==> config.mk <==
export PLATFORM = sky130hd
export DESIGN_NAME = fifo_push_arbiter_flat
export DESIGN_NICKNAME = d
export VERILOG_FILES = /design/src/rtl/fifo_push_arbiter_if.sv /design/src/rtl/fifo_push_arbiter.sv /design/src/flat_wrapper.sv
export SDC_FILE = /design/constraint.sdc
export NUM_CORES = 1
export LEC_CHECK = 0
export CAP_MARGIN = 20
export CORE_ASPECT_RATIO = 1.25
export CORE_MARGIN = 2
export CORE_UTILIZATION = 34
export CTS_CLUSTER_SIZE = 14
export DETAILED_ROUTE_END_ITERATION = 7
export PLACE_DENSITY = 0.76
export RECOVER_POWER = 25
export SLEW_MARGIN = 20
export SYNTH_ARGS = -nofsm -noshare
export SYNTH_HDL_FRONTEND = slang
export SYNTH_SLANG_ARGS = --single-unit
==> constraint.sdc <==
create_clock -name clk -period 3.2 [get_ports clk]
set_input_delay 0.64 -clock clk [delete_from_list [all_inputs] [get_ports clk]]
set_output_delay 0.64 -clock clk [all_outputs]
set_load 0.05 [all_outputs]
==> src/rtl/fifo_push_arbiter_if.sv <==
// fifo_push_arbiter_if: requester and FIFO write-side signals of the push arbiter
interface fifo_push_arbiter_if #(
  parameter int N_REQ      = 4,
  parameter int DEPTH      = 8,
  parameter int DATA_WIDTH = 8,
  parameter int MULTI_POP  = 1
);
  logic [N_REQ-1:0]                 req_valid;
  logic [N_REQ-1:0][DATA_WIDTH-1:0] req_data;
  logic [N_REQ-1:0]                 req_last;
  logic [N_REQ-1:0]                 req_ready;
  logic                             fifo_push;
  logic [DATA_WIDTH-1:0]            fifo_data;
  logic [$clog2(MULTI_POP):0]       poll_cnt;
  logic [$clog2(DEPTH):0]           occupancy;
  logic                             locked;
  logic [$clog2(N_REQ)-1:0]         owner;
  modport master (
    output req_valid, req_data, req_last, poll_cnt,
    input  req_ready, fifo_push, fifo_data, occupancy, locked, owner
  );
  modport slave (
    input  req_valid, req_data, req_last, poll_cnt,
    output req_ready, fifo_push, fifo_data, occupancy, locked, owner
  );
endinterface

==> src/rtl/fifo_push_arbiter.sv <==
// fifo_push_arbiter: round-robin, packet-locking arbiter for a shared FIFO push port
module fifo_push_arbiter #(
  parameter int N_REQ      = 4,
  parameter int DEPTH      = 8,
  parameter int DATA_WIDTH = 8,
  parameter int MULTI_POP  = 1
) (
  input logic                clk,
  input logic                rst,
  fifo_push_arbiter_if.slave bus
);
  localparam int IW = $clog2(N_REQ);
  localparam int OW = $clog2(DEPTH) + 1;
  typedef enum logic {IDLE, LOCKED} state_t;
  state_t        state_q;
  logic [IW-1:0] rr_q, owner_q, gnt, sel, nxt;
  logic [IW:0]   w;
  logic [OW-1:0] occ_q, occ_d;
  logic [OW:0]   sum, pol;
  logic          space;
  // Descending scan so the last hit is the first valid requester at or after rr_q
  always_comb begin
    gnt = rr_q;
    w = '0;
    for (int k = N_REQ - 1; k >= 0; k--) begin
      w = (IW+1)'(rr_q) + (IW+1)'(k);
      w = w >= (IW+1)'(N_REQ) ? w - (IW+1)'(N_REQ) : w;
      if (bus.req_valid[w[IW-1:0]]) gnt = w[IW-1:0];
    end
  end
  assign sel           = state_q == LOCKED ? owner_q : gnt;
  assign nxt           = sel == IW'(N_REQ - 1) ? '0 : sel + IW'(1);
  assign space         = occ_q < OW'(DEPTH - 1);
  assign bus.req_ready = (!rst && space && bus.req_valid[sel]) ? N_REQ'(1) << sel : '0;
  assign bus.fifo_push = |bus.req_ready;
  assign bus.fifo_data = bus.req_data[sel];
  assign bus.occupancy = occ_q;
  assign bus.locked    = state_q == LOCKED;
  assign bus.owner     = owner_q;
  // An illegal over-pop clamps to empty rather than wrapping
  assign sum   = {1'b0, occ_q} + (OW+1)'(bus.fifo_push);
  assign pol   = (OW+1)'(bus.poll_cnt);
  assign occ_d = pol > {1'b0, occ_q} ? '0 : OW'(sum - pol);
  always_ff @(posedge clk) begin
    if (rst) begin
      state_q <= IDLE;
      rr_q    <= '0;
      owner_q <= '0;
      occ_q   <= '0;
    end else begin
      occ_q <= occ_d;
      if (bus.fifo_push) begin
        owner_q <= sel;
        state_q <= bus.req_last[sel] ? IDLE : LOCKED;
        if (bus.req_last[sel]) rr_q <= nxt;
      end
    end
  end
  always_ff @(posedge clk) begin
    if (!rst) begin
      assert (pol <= {1'b0, occ_q});
      assert (occ_q <= OW'(DEPTH - 1));
    end
  end
endmodule

==> src/flat_wrapper.sv <==
// flat-port wrapper written by rule: the top's interface ports become plain ports
module fifo_push_arbiter_flat 
#(
  parameter int N_REQ      = 4,
  parameter int DEPTH      = 8,
  parameter int DATA_WIDTH = 8,
  parameter int MULTI_POP  = 1
)
  (clk, rst, bus_req_valid, bus_req_data, bus_req_last, bus_poll_cnt, bus_req_ready, bus_fifo_push, bus_fifo_data, bus_occupancy, bus_locked, bus_owner);
  fifo_push_arbiter_if #(.N_REQ(N_REQ), .DEPTH(DEPTH), .DATA_WIDTH(DATA_WIDTH), .MULTI_POP(MULTI_POP)) bus_i ();
  input logic clk;
  input logic rst;
  input wire logic [$bits(bus_i.req_valid)-1:0] bus_req_valid;
  input wire logic [$bits(bus_i.req_data)-1:0] bus_req_data;
  input wire logic [$bits(bus_i.req_last)-1:0] bus_req_last;
  input wire logic [$bits(bus_i.poll_cnt)-1:0] bus_poll_cnt;
  output wire logic [$bits(bus_i.req_ready)-1:0] bus_req_ready;
  output wire logic [$bits(bus_i.fifo_push)-1:0] bus_fifo_push;
  output wire logic [$bits(bus_i.fifo_data)-1:0] bus_fifo_data;
  output wire logic [$bits(bus_i.occupancy)-1:0] bus_occupancy;
  output wire logic [$bits(bus_i.locked)-1:0] bus_locked;
  output wire logic [$bits(bus_i.owner)-1:0] bus_owner;
  assign bus_i.req_valid = bus_req_valid;
  assign bus_i.req_data = bus_req_data;
  assign bus_i.req_last = bus_req_last;
  assign bus_i.poll_cnt = bus_poll_cnt;
  assign bus_req_ready = bus_i.req_ready;
  assign bus_fifo_push = bus_i.fifo_push;
  assign bus_fifo_data = bus_i.fifo_data;
  assign bus_occupancy = bus_i.occupancy;
  assign bus_locked = bus_i.locked;
  assign bus_owner = bus_i.owner;
  fifo_push_arbiter #(.N_REQ(N_REQ), .DEPTH(DEPTH), .DATA_WIDTH(DATA_WIDTH), .MULTI_POP(MULTI_POP)) u_core (.clk(clk), .rst(rst), .bus(bus_i));
endmodule
==> flow_summary.yaml <==
floorplan:
  die_y_microns: 67.4
  core_area_sq_mm: 0.00314
  dieArea_sq_mm: 0.00369
  rows: 23
  start_util_pct: 34.9
  die_x_microns: 54.8
  design.portCount: 63
worst_setup_path:
  r2r_start: "u_core.rr_q[1]"
  required_ps: 2560
  start_kind: "input port"
  reg2regPathDepth: 12
  r2r_end: "u_core.bus.occupancy[1]"
  crit_start: "bus_req_valid[1]"
  worst-setup-path-type: "input port to output port"
  worstSetupEndpointType: "output port"
  critPathMaxFanout: 5
  cp.arrival_ps: 2470
  reg2reg_slack_ps: 290
clocking:
  clockRootBuffer: "clkbuf_8"
  cts_sinks: 9
  cts_tree: "yes"
  hold_buffers: 0
  cts_buffer_depth: 2
  cts_buffers: 3
  clk_pin_slew_ps: 40
  clk_latency_ps: 230
  ctsHtreeMaxLevel: 1
hold_path:
  hold_start: "u_core.bus.owner[1]"
  whs_path_depth: 2
  min_to: "u_core.bus.owner[1]"
  hold_path.class: "flop to flop"
outcome:
  status: "completed"
timing:
  hold_ws_ps: 507
  worst_pin_slew_ps: 511
  fmax_mhz: 322
  hold_violations: 0
  finalSetupTns_ps: 0
  relSlewSlack_pct: 65.8
  final.setup.worst_slack_ps: 93.1
  fin_crit_ps: 3110
  finClkSkew_ps: 5.62
  finalSetupViolations: 0
  fin_crit_sh_pct: 97.1
  rsz0062_at_grt: "yes"
  drv_slew: 0
yosys:
  netlist_top_cells_area: "dfxtp_1 (16%), mux2i_1 (13%), ha_1 (8.0%)"
  ys_seq_area_share_pct: 16.5
  synth-edff-count: 0
  yosysWarnings: 0
  ys_ff_latch: 9
  synth_area_sq_mm: 0.00109
  yosys.area.top_type: "dfxtp_1"
  netlist.area_leader.share_pct: 16.5
  synthFlopType: "dfxtp_1"
  synth_nets: 178
  netlist-cell-type-count: 46
  synth_cells: 127
  async_flop_share_pct: 0
  synth_area_per_cell_sq_um: 8.62
place:
  gp_congestion: 0.798
  port_buffers: 62
  placed_area_sq_mm: 0.00208
  dp_hpwl_microns: 2930
  place_inst: 245
  pre_cts_ws_ps: -304
pwr:
  peakVddDrop_mv: 0.762
  power_density_mw_per_mm2: 1120
  leakagePower_nw: 0.963
  total_power_mw: 2.51
drt:
  via_per_inst: 5.17
  ant_nets: 0
  drt_pre_antenna_iters: 4
  drt_iter0_markers: 20
  drc: 0
  wl_microns: 3720
  via_count: 1323
  wire_per_inst_microns: 14.5
cells_and_area:
  fin_area_sq_mm: 0.00224
  instances_no_fill: 256
  drive_above_1_share_pct: 37.4
  areaGrowthSynthToFinish_pct: 105
  multi_input_comb_area_sq_um: 917
  seqCellArea_sq_um: 180
  fin_util_pct: 71.4
  fin_nets: 271
  antenna_cells: 0
  fill_cells: 231
global_routing:
  grt_pass1_vias: 1290
  grt-ovfl-total: 0
  grt_max_degree: 25
  antenna_found_initial: 0
  grt_pass1_wl_microns: 5660
  grt.total_usage_pct: 20.4
flow_run:
  maxCapViolations: 0
[area by class of cell]
class | count | area share, %
Clock buffer | 4 | 2.01
Inverter | 11 | 1.84
Multi-Input combinational cell | 100 | 40.9
Sequential cell | 9 | 8.04
Tap cell | 37 | 2.07
Timing Repair Buffer | 95 | 45.1
[state kept, by name (all words and copies together), names as in the netlist]
| signal | flops |
|---|---|
| u_core.bus.locked | 1 |
| u_core.bus.occupancy | 4 |
| u_core.bus.owner | 2 |
| u_core.rr_q | 2 |
[power by group]
group / internal (mW) / switching (mW)
clock: 0.0867 / 0.0434
combinational: 1.03 / 1.12
sequential: 0.155 / 0.0684
total: 1.27 / 1.23
[critical path, stage by stage]
cell,delay [ps]
dlygate4sd2_1,250
buf_6,130
o21ba_2,200
mux2i_1,140
o221a_2,300
buf_4,150
o2111ai_2,110
nand3_2,120
buf_6,110
nor3_2,30
buf_4,150
buf_12,140
[cells in the mapped netlist, drive strengths merged, types with 2 or more instances]
library cell   n
inv           11
and2           2
buf            6
nor3           3
mux2i         14
a211oi        10
nand2b         2
or2b           3
nand2          4
xnor2          3
nor2b          8
nand3          2
ha             7
o31ai          2
a21oi         11
dfxtp          9
nor2           6
[per-layer routing]
metal / track usage, % / vias up / routed length (microns)
met5: 0 / - / 0
met4: 4.38 / 0 / 24
met3: 4.87 / 4 / 354
met2: 39.4 / 46 / 1960
met1: 21.2 / 614 / 1390
li1: - / 659 / -
[cells by family after synthesis]
| group | count (synthesis) | synth area share, % |
|---|---|---|
| buf+inv | 18 | 6.74 |
| flops | 9 | 16.5 |
| xor+xnor | 3 | 2.40 |
| simple gates | 35 | 19.4 |
| mux | 16 | 15.9 |
| fa+ha+maj | 8 | 9.83 |
| compound gates | 38 | 29.3 |
[cell usage in the layout, fill, tap and decap left out, drive strengths merged, types with 2 or more instances in the layout]
master	n
a211oi	10
a21oi	11
and2	2
buf	46
clkbuf	6
clkdlybuf4s50	39
dfxtp	9
dlygate4sd2	2
dlygate4sd3	6
ha	7
inv	11
mux2i	14
nand2	4
nand2b	2
nand3	2
nor2	6
nor2b	8
nor3	3
o31ai	2
or2b	3
xnor2	3
[worst max-delay path by stage]
stage | cells after the start | endpoint | slack (ps)
detailed placement | 12 | u_core.bus.occupancy[2] | -300
global placement | 13 | u_core.bus.occupancy[2] | -200
floorplan | 7 | bus_req_ready[0] | -380
finish | 12 | bus_req_ready[0] | 90
global route | 13 | u_core.bus.occupancy[1] | -10
CTS | 10 | bus_req_ready[0] | 40
[repair_timing]
action,in CTS,in global routing
setup endpoints to repair,16,13
resized for setup,17,9
pin swaps,4,4
gates cloned,0,0
hold endpoints to repair,0,0
setup buffers,7,0
(Power assumes the default switching activity.)
